**config.mk**
```make
export PLATFORM = sky130hd
export DESIGN_NAME = sr_flag_arbiter
export DESIGN_NICKNAME = d
export VERILOG_FILES = /design/src/rtl/sr_arb_pkg.sv /design/src/rtl/sr_cell.sv /design/src/rtl/sr_flag_arbiter.sv
export SDC_FILE = /design/constraint.sdc
export NUM_CORES = 1
export LEC_CHECK = 0
export ABC_AREA = 1
export CORE_ASPECT_RATIO = 1.75
export CORE_MARGIN = 2
export CORE_UTILIZATION = 42
export DETAILED_ROUTE_END_ITERATION = 16
export GPL_TIMING_DRIVEN = 1
export PLACE_DENSITY = 0.84
export SLEW_MARGIN = 20
export SYNTH_ARGS = -nofsm -noshare
export SYNTH_HDL_FRONTEND = slang
export SYNTH_HIERARCHICAL = 1
export SYNTH_SLANG_ARGS = --single-unit
export TNS_END_PERCENT = 5
```
**constraint.sdc**
```tcl
create_clock -name clk -period 1.6 [get_ports clk]
set_clock_uncertainty 0.05 [all_clocks]
set_input_delay 0.32 -clock clk [delete_from_list [all_inputs] [get_ports clk]]
set_output_delay 0.32 -clock clk [all_outputs]
set_load 0.05 [all_outputs]
```
**src/rtl/sr_arb_pkg.sv**
```systemverilog
// Shared types and constants for the SR flag arbiter: FSM state encoding,
// operation codes and the width of the optional conflict counter.
package sr_arb_pkg;

   typedef enum logic [1:0] {
      IDLE   = 2'd0,
      APPLY  = 2'd1,
      CLRALL = 2'd2
   } arb_state_t;

   localparam logic OP_SET = 1'b1;
   localparam logic OP_CLR = 1'b0;

   localparam int CONFLICT_CNT_W = 16;

endpackage

```
**src/rtl/sr_cell.sv**
```systemverilog
// One SR flag cell: holds when idle, clear dominates set, synchronous reset to 0.
module sr_cell (
   input  logic clk,
   input  logic reset,
   input  logic set,
   input  logic clr,
   output logic q,
   output logic qbar
);

   always_ff @(posedge clk) begin
      if (reset)    q <= 1'b0;
      else if (clr) q <= 1'b0;
      else if (set) q <= 1'b1;
   end

   assign qbar = ~q;

endmodule

```
**src/rtl/sr_flag_arbiter.sv**
```systemverilog
// Round-robin arbiter granting NREQ requesters set/clear access to NFLAGS SR cells.
// Optional saturating conflict counter enabled by SR_FLAG_ARBITER_CONFLICT_CNT_EN.
//
//   state  | meaning
//   IDLE   | sample clr_all / req, pick winner, latch its op and idx
//   APPLY  | pulse gnt for the winner, update its cell, advance ptr
//   CLRALL | clear every cell, no grant
module sr_flag_arbiter
   import sr_arb_pkg::*;
#(
   parameter int NREQ   = 4,
   parameter int NFLAGS = 8,
   localparam int IDXW  = $clog2(NFLAGS)
) (
   input  logic                     clk,
   input  logic                     reset,
   input  logic [NREQ-1:0]          req,
   input  logic [NREQ-1:0]          op,
   input  logic [NREQ*IDXW-1:0]     idx,
   input  logic                     clr_all,
   output logic [NREQ-1:0]          gnt,
   output logic [NFLAGS-1:0]        q,
   output logic [NFLAGS-1:0]        qbar,
`ifdef SR_FLAG_ARBITER_CONFLICT_CNT_EN
   output logic [CONFLICT_CNT_W-1:0] conflict_cnt,
`endif
   output logic                     busy
);

   localparam int PTRW = $clog2(NREQ);

   arb_state_t       state, state_nxt;
   logic [PTRW-1:0]  ptr, win_l, win_c, cand;
   logic             found, op_l, op_c;
   logic [IDXW-1:0]  idx_l, idx_c;
   logic             apply_en, clear_en, arb_en;
   logic [NFLAGS-1:0] cell_set, cell_clr;

   // Search starts just after the last granted requester.
   always_comb begin
      found = 1'b0;
      win_c = '0;
      cand  = '0;
      for (int k = 1; k <= NREQ; k++) begin
         cand = PTRW'((int'(ptr) + k) % NREQ);
         if (!found && req[cand]) begin
            found = 1'b1;
            win_c = cand;
         end
      end
      op_c  = 1'b0;
      idx_c = '0;
      for (int i = 0; i < NREQ; i++) begin
         if (win_c == PTRW'(i)) begin
            op_c  = op[i];
            idx_c = idx[i*IDXW +: IDXW];
         end
      end
   end

   assign arb_en = (state == IDLE) && !clr_all && found;

   always_comb begin
      state_nxt = state;
      case (state)
         IDLE: begin
            if (clr_all)    state_nxt = CLRALL;
            else if (found) state_nxt = APPLY;
         end
         APPLY:   state_nxt = IDLE;
         CLRALL:  state_nxt = IDLE;
         default: state_nxt = IDLE;
      endcase
   end

   always_ff @(posedge clk) begin
      if (reset) state <= IDLE;
      else       state <= state_nxt;
   end

   always_ff @(posedge clk) begin
      if (reset) begin
         ptr   <= PTRW'(NREQ - 1);
         win_l <= '0;
         op_l  <= 1'b0;
         idx_l <= '0;
      end else begin
         if (arb_en) begin
            win_l <= win_c;
            op_l  <= op_c;
            idx_l <= idx_c;
         end
         if (state == APPLY) ptr <= win_l;
      end
   end

   // Reset in the same cycle as APPLY/CLRALL suppresses the grant.
   assign apply_en = (state == APPLY) && !reset;
   assign clear_en = (state == CLRALL) && !reset;
   assign busy     = (state != IDLE);

   always_comb begin
      gnt = '0;
      if (apply_en) gnt[win_l] = 1'b1;
   end

   for (genvar j = 0; j < NFLAGS; j++) begin : g_cell
      assign cell_set[j] = apply_en && (op_l == OP_SET) && (idx_l == IDXW'(j));
      assign cell_clr[j] = clear_en || (apply_en && (op_l == OP_CLR) && (idx_l == IDXW'(j)));
      sr_cell u_cell (
         .clk   (clk),
         .reset (reset),
         .set   (cell_set[j]),
         .clr   (cell_clr[j]),
         .q     (q[j]),
         .qbar  (qbar[j])
      );
   end

`ifdef SR_FLAG_ARBITER_CONFLICT_CNT_EN
   logic [CONFLICT_CNT_W-1:0] conflict_cnt_r;

   always_ff @(posedge clk) begin
      if (reset)
         conflict_cnt_r <= '0;
      else if (arb_en && ($countones(req) > 1) && (conflict_cnt_r != '1))
         conflict_cnt_r <= conflict_cnt_r + 1'b1;
   end

   assign conflict_cnt = conflict_cnt_r;
`endif

endmodule
```
* After elaboration in Yosys (flattened, before gate mapping)
Cells that the tools add are included.
Cells by class: add/sub/neg operators 4, order comparisons 6, eq/ne operators 12, mux-type cells 29, bitwise logic cells 10, reduce and logical (&&, ||, !) cells 54
Operator list (count):
- 1-bit logical AND | 26
- 2-bit OR reduction | 9
- 2-bit by 3-bit less-than comparator with 1-bit output (second input constant) | 5
- 1-bit two-way mux | 13
- 3-bit == test (second input constant) | 4
- 2-bit two-way mux | 6
- 3-bit two-way mux | 4
- 1-bit inverter | 10
- 1-bit binary-select mux with 2-bit select | 4
- 1-bit logical OR | 8
- 2-bit == test (second input constant) | 3
- 3-bit by 2-bit == test with 1-bit output (second input constant) | 2
- 1-bit logical NOT | 5
- 2-bit by 1-bit adder with 2-bit output (second input constant) | 2
- 2-bit adder (second input constant) | 2
- 2-bit by 1-bit == test with 1-bit output (second input constant) | 2
- 2-bit logical NOT | 2
- 4-bit two-way mux | 1
- 2-bit nonzero test | 2
- 3-bit by 1-bit == test with 1-bit output (second input constant) | 1
- 3-bit logical NOT | 1
- 3-bit OR reduction | 1
- 1-bit demux with 2-bit select | 1
- 2-bit by 1-bit >= comparator with 1-bit output (second input constant) | 1
Storage, ports and cells: register bits 18, input bits 23, output and inout port bits 21, logic and storage cells 129

* Logic depth before layout (Yosys ltp)
Gate-level depths: netlist of run 1.
depth in word-level cells 18, depth in mapped cells 17, depth with buffers taken out 15

* Modules after synthesis
Netlist of run 1, hierarchy kept.
By module, submodules not included:
- sr_flag_arbiter | times used 1, cells each 172, area an instance 1037.2 um^2, sequential area each 200.2 um^2
- sr_cell | times used 8, cells each 7, area an instance 42.5 um^2, sequential area each 20.0 um^2

* Worst setup path after synthesis of run 1
No wires, ideal clock.
path type register to output, start register state[0], end output gnt[0], data arrival time 1.828 ns, data required time 1.230 ns, setup slack -0.598 ns, stages on the path, launching flop included 7, buffers on the path 0, path through dfxtp_1 -> inv_1 -> nor2_1 -> inv_1 -> nor2_2 -> inv_1 -> nor3_1
Between the ends: longest elaborated chain between the ends 3
RTL lines:
- start: declaration | line sr_flag_arbiter.sv:32 | arb_state_t state, state_nxt;
- start signal: assignment | line sr_flag_arbiter.sv:78 | else state <= state_nxt;
- 2-bit by 1-bit == test with 1-bit output | line sr_flag_arbiter.sv:98 | assign apply_en = (state == APPLY) && !reset;
- 1-bit logical AND | line sr_flag_arbiter.sv:98
- 4-bit two-way mux | line sr_flag_arbiter.sv:104 | if (apply_en) gnt[win_l] = 1'b1;
- end: declaration | line sr_flag_arbiter.sv:21 | output logic [NREQ-1:0] gnt,
No other way between the ends.

* Final worst setup path of run 1
start register ptr[0], end register idx_l[1]
Between the ends: longest elaborated chain between the ends 18, elaborated cells between the ends (all ways) 35, classes of those cells 4 x add/sub; 3 x eq/ne; 20 x mux; 8 x reduce/logical
RTL lines:
- start: declaration | line sr_flag_arbiter.sv:33 | logic [PTRW-1:0] ptr, win_l, win_c, cand;
- start signal: assignment | line sr_flag_arbiter.sv:83 | ptr <= PTRW'(NREQ - 1);
- start signal: assignment | line sr_flag_arbiter.sv:93 | if (state == APPLY) ptr <= win_l;
- 2-bit by 1-bit adder with 2-bit output | line sr_flag_arbiter.sv:45 | cand = PTRW'((int'(ptr) + k) % NREQ);
- 1-bit binary-select mux with 2-bit select | line sr_flag_arbiter.sv:46 | if (!found && req[cand]) begin
- 1-bit two-way mux (implied by the code) | line sr_flag_arbiter.sv:46
- 1-bit two-way mux | line sr_flag_arbiter.sv:46
- 1-bit logical NOT | line sr_flag_arbiter.sv:46
- 1-bit logical AND | line sr_flag_arbiter.sv:46
- 1-bit two-way mux | line sr_flag_arbiter.sv:46
- 1-bit logical NOT | line sr_flag_arbiter.sv:46
- 1-bit logical AND | line sr_flag_arbiter.sv:46
- 1-bit two-way mux | line sr_flag_arbiter.sv:46
- 1-bit logical NOT | line sr_flag_arbiter.sv:46
- 1-bit logical AND | line sr_flag_arbiter.sv:46
- 2-bit two-way mux | line sr_flag_arbiter.sv:46
- 2-bit logical NOT | line sr_flag_arbiter.sv:54 | if (win_c == PTRW'(i)) begin
- 3-bit two-way mux (4 in series) | line sr_flag_arbiter.sv:54
- end signal: assignment | line sr_flag_arbiter.sv:91 | idx_l <= idx_c;
- end: declaration | line sr_flag_arbiter.sv:35 | logic [IDXW-1:0] idx_l, idx_c;
Parallel ways exist; a longest one is shown, timed or not. The select of a mux whose other input is x is not followed. A chain may end at the register's enable or synchronous reset.

==> results of run 1 <==
-- cells by family (layout without fill, tap and decap cells) --
family | Yosys count | count (layout) | share of synthesized area
AND/OR/NAND/NOR | 132 | 133 | 0.4723
buffers and inverters | 55 | 123 | 0.1662
AO/OA/AOI/OAI | 23 | 23 | 0.09991
flip-flops | 18 | 18 | 0.2616
-- flip-flops by register name, summed over array words and instances, names as in the netlist --
name,cells
op_l,1
win_l,2
state,2
idx_l,3
ptr,2
g_cell.u_cell/q,8
-- per-stage QoR --
| step | std cells | hold slack [ns] | utilization | worst slack, ns | power [uW] |
|---|---|---|---|---|---|
| finish | 340 | 0.4732 | 0.8196 | -0.3613 | 1771 |
| global route | 340 | 0.4834 | 0.8196 | -0.4505 | 1866 |
| CTS | 335 | 0.4544 | 0.7372 | -0.3206 | 1550 |
| detailed placement | 326 | 0.3889 | 0.6989 | -0.5124 | 1157 |
| global placement | 326 | 0.3837 | 0.6989 | -0.4313 | 1137 |
| floorplan | 228 | 0.3711 | - | -0.1792 | 962.1 |
-- where the power goes --
part           internal (uW)  switching (uW)
clock                    219             153
combinational            359             509
sequential               480            51.7
-- timing repair --
item / in CTS / in global routing
endpoints found under the setup margin: 18 / 19
gates resized for setup: 18 / 65
pin swaps: 3 / 24
cloned: 0 / 1
setup buffers: 5 / 5
-- how the worst min path moves through the flow --
| stage | startpoint | end | depth (start not counted) |
|---|---|---|---|
| floorplan | state[0] | state[1] | 1 |
| global placement | state[0] | state[1] | 1 |
| CTS | idx_l[1] | idx_l[1] | 2 |
| finish | state[0] | state[1] | 2 |
| detailed placement | state[0] | state[1] | 1 |
| global route | state[0] | state[1] | 2 |
-- layout make-up --
| type | count | area (sq um) | share of cell area |
|---|---|---|---|
| well taps | 43 | 53.80 | 0.02089 |
| flip-flops and latches | 18 | 366.6 | 0.1424 |
| clock buffers | 4 | 55.05 | 0.02138 |
| inverters | 50 | 202.7 | 0.07872 |
| repair buffers | 69 | 879.6 | 0.3416 |
| multi-input cells | 156 | 1017 | 0.3950 |
-- placed cells by master, fill, tap and decap left out, types with 2 or more instances in the layout --
cell type / instances
nand2_4: 21
nand3_4: 2
clkbuf_8: 4
nor2_2: 6
nand3b_1: 4
buf_6: 4
nand2_2: 7
nand3_2: 3
dfxtp_1: 15
nand4_1: 5
nor3_1: 2
inv_1: 42
inv_2: 6
a21oi_1: 5
nand3_1: 15
nor3_4: 4
clkdlybuf4s50_1: 17
a21oi_2: 3
nor2_1: 22
o21bai_1: 2
buf_12: 22
o21ai_1: 10
dfxtp_2: 2
nor4_1: 2
buf_4: 20
nand2_1: 35
dlymetal6s2s_1: 4
nor2_4: 4
-- routing by layer --
layer / global-route usage / vias to the layer above / wire length [microns]
li1: - / 846 / -
met1: 0.2224 / 821 / 1604
met5: 0 / - / 0
met4: 0.1333 / 0 / 291
met3: 0.01357 / 31 / 186
met2: 0.3973 / 92 / 2923
-- critical path, delay by kind of cell (launching register included) --
family / cells / cell delay [ns]
buf+inv: 3 / 0.37
simple gates: 10 / 0.92
compound gates: 2 / 0.19
flops: 1 / 0.35
==> impl_metrics.ini, run 1 <==
[yosys]
yosysSeqAreaShare = 0.2616
syn_area_sq_mm = 0.001378
syn_avg_cell_area_sq_um = 6.042
syn_inst = 228
synth_edf_count = 0
synth_fp_nets = 251
synth_common_cells = nand2_1 (49), inv_1 (47), nor2_1 (28), dfxtp_1 (18), nand3_1 (18)
synth.largest_area_cell = dfxtp_1
ys_warn_count = 6
synth.most_common_cell = nand2_1
synthTopCellsByArea = dfxtp_1 (26%), nand2_1 (13%), inv_1 (13%)
synth.distinct_cells = 27
synthArstFlopShare = 0
ys_ff_latch = 18
ys.flop_type = dfxtp_1
synth_top_area_frac = 0.2616

[placed_design]
dpl_cell_area_sq_mm = 0.002196
place_congestion = 0.7894
port_buffers = 43
hpwl_mm = 2.763

[global_routing]
antenna_found_initial = 0
grt_pass1_wl_mm = 6.203
grt_max_degree = 19
grt_pass1_vias = 1611
overflow = 0
grtUsageTotal = 0.2193

[worst_setup_path]
cp-startpoint = ptr[0]
rr_endpoint = idx_l[1]
worst_setup_path_start_kind = flip-flop
crit_end = idx_l[1]
arrival_ns = 2.09
cp-end-kind = flip-flop
crit_path_top_delay_cell = dfxtp_2
worstSetupPathType = reg -> reg
crit_path_max_fanout = 6
path_common_cell = nand2_4
r2r_slack_ns = -0.36
r2r-start = ptr[0]
required_ns = 1.73
slowest_delay_ns = 0.35
crit_chain = buf_12, buf_8, nand2_1, nand3_1, nand2_2, nand2_2, nand2_4, nor2_4, nand2_4, nand2_4, buf_4, o21ai_1, nand3_1, nand2_1, a21oi_1
r2r_cells = 15

[clock_tree]
cts_tree = yes
clockRootBuffer = clkbuf_8
cts-buffers-inserted = 3
ctsHoldBuffers = 0
clk_pin_slew_ns = 0.07
cts_num_sinks = 18
clk_path_buf_depth = 2
clock_latency_ns = 0.25
cts-htree-levels = 1

[drt]
first_pass_iters = 4
ant_nets = 0
post_drt_wl_per_cell_microns = 14.72
vias_per_cell = 5.265
drc_errors = 0
dr_total_vias = 1790
wl_mm = 5.006
drt_iter0_drc = 48

[final_layout]
fin_area_sq_mm = 0.002575
drive_gt1_frac = 0.3838
fill_cells = 187
n_antenna_cell = 0
areaGrowthSynthToFinish_pct = 86.92
fin_nets = 321

[sta]
tns_ns = -2.452
setup_ws_ns = -0.3613
max_freq_mhz = 509.9
relSlewSlack = 0.7630
rsz0062_at_grt = true
tightest_slew_ns = 0.3550
maxSlewViolCount = 0
finalCritPeriodShare = 1.226
setup_viol = 10
hold_viol = 0
finalCriticalPeriod_ns = 1.961

[hold_path]
min_path_type = reg -> reg

[outcome]
violations = negative setup slack
status = finished with violations

[flow_run]
maxCapViolations = 0

[floorplan]
rows = 27
initial_core_util = 0.4385
chipWidth_microns = 47.29
pin_count = 44
die_height_microns = 79.76
dieArea_sq_mm = 0.003772
core_sq_mm = 0.003142

[pwr]
cellLeakagePower_uw = 0.001237
irDropWorstVdd_uv = 612.5
p_per_area_mw_per_mm2 = 687.9
Note: power is estimated with default switching activity, not from simulation.
==> inputs of run 2 (changes only) <==
- CORE_ASPECT_RATIO: 1.75 -> default
==> run 2 against run 1 <==
Net effect:
- the run still ends with negative setup slack left
- die area is 0.47% lower
- final area is 7.9% lower
- power is 11% lower
- combinational power is 12% lower
- via count is 11% lower
- sequential share of layout area is 1.1 points higher
- core utilization is 4.9 points lower
- sequential power is 2% lower
- setup slack better by 0.063 ns
- non-clock buffer count is 8 lower
- register-to-register slack better by 0.06 ns
- maximum frequency is 3.3% higher
- critical endpoint is now idx_l[2]
==> impl_metrics.ini, run 2 (same netlist as run 1, synthesis figures left out) <==
[pwr]
irDropWorstVdd_uv = 447.9
cellLeakagePower_uw = 0.001111
comb_power_share = 0.484
seq_power_share = 0.333
clkPwrFrac = 0.183
power_uw = 1570
switchingPower_uw = 633.2
p_sw_frac = 0.4034
internal-power_uw = 936.4
p_per_area_mw_per_mm2 = 662.0

[hold_path]
min_path_type = reg -> reg

[sta]
finalCriticalPeriod_ns = 1.899
finalCritPeriodShare = 1.187
tightest_slew_ns = 0.2962
hold_viol = 0
whs_ns = 0.3896
setup_viol = 11
maxSlewViolCount = 0
setup_ws_ns = -0.2987
relSlewSlack = 0.8023
max_freq_mhz = 526.7
rsz0062_at_grt = true

[floorplan]
core_sq_mm = 0.003078
dieArea_sq_mm = 0.003754
die_height_microns = 61.27
chipWidth_microns = 61.27
pin_count = 44
rows = 20
initial_core_util = 0.4476

[flow_run]
maxCapViolations = 0

[final_layout]
fin_util = 0.7703
n_antenna_cell = 0
biggestRegsByFlops = g_cell.u_cell/q: 8 flops, idx_l: 3 flops
max_flop_register = g_cell.u_cell/q
final_cell_mix = inv_1 (43), nand2_1 (40), nor2_1 (24)
drive_gt1_frac = 0.3356
final_common_cell = inv_1
fin_nets = 313
areaGrowthSynthToFinish_pct = 72.12
layoutNonFillerInstCount = 333
largest_register_ffs = 8

[clock_tree]
clock_latency_ns = 0.30
clk_pin_slew_ns = 0.11
cts-htree-levels = 1
cts_num_sinks = 18
cts_tree = yes
clk_path_buf_depth = 2
clockRootBuffer = clkbuf_4
cts-buffers-inserted = 3

[placed_design]
dpl_worst_slack_ns = -0.5616
place_congestion = 0.8605
placed_cells = 327
hpwl_mm = 2.805
port_buffers = 43

[global_routing]
grt_pass1_vias = 1435
antenna_found_initial = 0
grt_pass1_wl_mm = 5.816
grtUsageTotal = 0.2020
grt_max_degree = 19
overflow = 0

[drt]
first_pass_iters = 4
drt_iter0_drc = 54
post_drt_wl_per_cell_microns = 11.38
vias_per_cell = 4.799
dr_total_vias = 1598
drc_errors = 0
wl_mm = 3.790
ant_nets = 0

[worst_setup_path]
arrival_ns = 2.05
required_ns = 1.75
worstSetupPathType = reg -> reg
worst_setup_path_start_kind = flip-flop
cp-end-kind = flip-flop
crit_path_max_fanout = 8

[outcome]
status = finished with violations
violations = negative setup slack
[run 2: cell count changes in the layout (fill, tap and decap cells not counted), sizes merged]
cell           previous run  this run
buf                      47        39
clkdlybuf4s50            17        19
dlygate4sd2               1         0
dlymetal6s2s              4         3
[run 2: path summary, 6_finish.rpt]
path	from	end	slack, ns	cells after the start
setup / recovery	ptr[0]	idx_l[2]	-0.30	14
hold / removal	state[0]	state[1]	0.39	1
setup reg to reg	ptr[0]	idx_l[2]	-0.30	14
hold reg to reg	state[0]	state[1]	0.39	1
[run 2: layout make-up]
class | count | area [sq um]
clock buffers | 4 | 36.28
fillers | 204 | 706.9
inverters | 50 | 192.7
multi-input cells | 156 | 924.6
flip-flops and latches | 18 | 362.8
well taps | 44 | 55.05
repair buffers | 61 | 799.5
[run 2: worst max-delay path, cell delays in order, from the launching register on]
cell and delay [ns]:
dfxtp_2 0.37, buf_12 0.13, inv_6 0.05, nand2_1 0.08, nand2_2 0.08, nand2_4 0.08
nand2_4 0.06, nor2_4 0.16, nand3_4 0.12, nand2_4 0.10, nand2_4 0.08, o21bai_1 0.18
nand3_1 0.11, nand2_1 0.09, a21oi_2 0.05
[run 2: what timing repair did]
action | CTS | global route
cloned | 0 | 1
pin swaps | 0 | 12
hold buffers | 0 | 0
endpoints found under the setup margin | 11 | 19
resized for setup | 13 | 26
setup buffers | 0 | 1
[run 2: power by group through the flow]
stage | registers [uW] | clock network [uW] | logic, uW
2_1_floorplan | 514 | 0 | 448
3_3_place_gp | 523 | 0 | 621
3_5_place_dp | 525 | 0 | 645
4_1_cts | 521 | 289 | 663
5_1_grt | 530 | 309 | 824
6_report | 523 | 286 | 760
[run 2: layer usage]
metal	track usage	up-vias	wire, microns
met5	0	-	0
met4	0.08075	0	79
met3	0.02521	10	207
met2	0.3450	68	1858
met1	0.2574	687	1644
li1	-	833	-
[run 2: per-stage QoR]
| stage | TNS, ns | instance area [sq um] |
|---|---|---|
| 2_1_floorplan | -1.008 | 1398 |
| 4_1_cts | -1.867 | 2278 |
| 3_5_place_dp | -5.668 | 2197 |
| 5_1_grt | -3.918 | 2371 |
| 3_3_place_gp | -4.980 | 2197 |
| 6_report | -2.410 | 2371 |
==> inputs of run 3 (changes only) <==
- HOLD_SLACK_MARGIN: default -> 0.08
- RECOVER_POWER: default -> 100
==> run 3 against run 2 <==
Net effect:
- the flow still finishes with violations (negative setup slack)
- sequential power about the same
- global-route usage unchanged
- combinational power down 0.9%
- wire length up 0.87%
- setup slack better by 0.00085 ns
==> impl_metrics.ini, run 3 (same netlist as run 1, synthesis figures left out) <==
[outcome]
status = finished with violations
violations = negative setup slack

[floorplan]
dieArea_sq_mm = 0.003754
pin_count = 44
initial_core_util = 0.4476
chipWidth_microns = 61.27
rows = 20
core_sq_mm = 0.003078
die_height_microns = 61.27

[worst_setup_path]
crit_path_max_fanout = 8
arrival_ns = 2.04
r2r_slack_ns = -0.30
crit_chain = buf_12, inv_6, nand2_1, nand2_2, nand2_4, nand2_4, nor2_4, nand3_4, nand2_4, nand2_4, o21bai_1, nand3_1, nand2_1, a21oi_2
worstSetupPathType = reg -> reg
critPathBufInv = 2
worst_setup_path_start_kind = flip-flop
crit_path_top_delay_cell = dfxtp_2
required_ns = 1.74
crit_family = simple AND/OR/NAND/NOR gates
cp-end-kind = flip-flop
path_common_cell = nand2_4
slowest_delay_ns = 0.37

[final_layout]
layoutNonFillerInstCount = 333
final_common_cell = inv_1
final_cell_mix = inv_1 (43), nand2_1 (40), nor2_1 (24)
multi_input_area_sq_um = 924.6
drive_gt1_frac = 0.3253
max_flop_register = g_cell.u_cell/q
areaGrowthSynthToFinish_pct = 55.49
fin_nets = 313
fill_cells = 238
n_antenna_cell = 0
largest_register_ffs = 8
regArea_sq_um = 362.8
biggestRegsByFlops = g_cell.u_cell/q: 8 flops, idx_l: 3 flops

[pwr]
internal-power_uw = 932.5
p_per_area_mw_per_mm2 = 727.8
cellLeakagePower_uw = 0.001058
seq_power_share = 0.335
power_uw = 1559
p_sw_frac = 0.4018
clkPwrFrac = 0.182
irDropWorstVdd_uv = 440.6
comb_power_share = 0.483
switchingPower_uw = 626.5

[sta]
finalCriticalPeriod_ns = 1.898
setup_ws_ns = -0.2979
finalCritPeriodShare = 1.186
setup_viol = 10
hold_viol = 0
relSlewSlack = 0.6622
max_freq_mhz = 526.9
tightest_slew_ns = 0.5059
rsz0062_at_grt = true
maxSlewViolCount = 0

[global_routing]
use_met1 = 0.2574
overflow = 0
grt_pass1_vias = 1435
met3_usage = 0.02521
busiest_layer = met2
grt.met2_usage = 0.3450
grtUsageTotal = 0.2020
grt_pass1_wl_mm = 5.816
grt_max_degree = 19
antenna_found_initial = 0

[drt]
first_pass_iters = 4
dr_total_vias = 1603
post_drt_wl_per_cell_microns = 11.48
ant_nets = 0
drt_iter0_drc = 55
drc_errors = 0
vias_per_cell = 4.814
wl_mm = 3.823

[placed_design]
dpl_worst_slack_ns = -0.5616
port_buffers = 43
place_congestion = 0.8605
hpwl_mm = 2.805
placed_cells = 327

[clock_tree]
cts-htree-levels = 1
clock_latency_ns = 0.29
ctsHoldBuffers = 0
clockRootBuffer = clkbuf_4
clk_path_buf_depth = 2
cts-buffers-inserted = 3
cts_tree = yes
cts_num_sinks = 18
clk_pin_slew_ns = 0.10

[flow_run]
maxCapViolations = 0

[hold_path]
min_path_type = reg -> reg
## run 3: changes by cell type in the layout (fill, tap and decap cells not counted)
cell / change
buf_12: -16
dlymetal6s2s_1: +2
buf_4: -1
clkbuf_2: +14
clkbuf_1: +1
## run 3: final cells by class
| cell class | count | area share |
|---|---|---|
| Timing Repair Buffer | 61 | 0.2664 |
| Inverter | 50 | 0.08995 |
| Clock buffer | 4 | 0.01694 |
| Tap cell | 44 | 0.02570 |
| Sequential cell | 18 | 0.1694 |
| Multi-Input combinational cell | 156 | 0.4317 |
## run 3: worst register-to-register path: stages, from the launching register on
cell and delay, ns:
dfxtp_2 0.37, buf_12 0.13, inv_6 0.06, nand2_1 0.08
nand2_2 0.08, nand2_4 0.08, nand2_4 0.06, nor2_4 0.16
nand3_4 0.12, nand2_4 0.10, nand2_4 0.08, o21bai_1 0.18
nand3_1 0.11, nand2_1 0.09, a21oi_2 0.05
## run 3: path summary, 6_finish.rpt
kind / from / end / cells after the start
worst min register to register: state[0] / state[1] / 1
worst max register to register: ptr[0] / idx_l[2] / 14
worst max-delay path: ptr[0] / idx_l[2] / 14
worst min-delay path: state[0] / state[1] / 1
## run 3: power groups by stage
stage	Combinational [uW]	Clock (uW)	Sequential, uW
detailed placement	645	0	525
CTS	663	289	521
finish	753	283	523
floorplan	448	0	514
global route	819	309	530
global placement	621	0	523
## run 3: what timing repair did
item | in CTS | in global routing
setup endpoints to repair | 11 | 19
gates cloned | 0 | 1
gates resized for setup | 13 | 26
pin swaps | 0 | 12
setup buffers | 0 | 1
## run 3: stage by stage
stage	TNS (ns)	instance area, sq um	util	hold slack (ns)
after floorplan	-1.008	1398	-	0.3711
after global placement	-4.980	2197	0.7138	0.3804
after detailed placement	-5.668	2197	0.7138	0.3865
after CTS	-1.867	2278	0.7402	0.3914
after global routing	-3.899	2142	0.6959	0.4128
final	-2.331	2142	0.6959	0.3888
## run 3: routing by layer
layer	vias up	routed length, microns
met5	-	0
li1	835	-
met1	696	1651
met2	64	1857
met4	0	70
met3	8	244
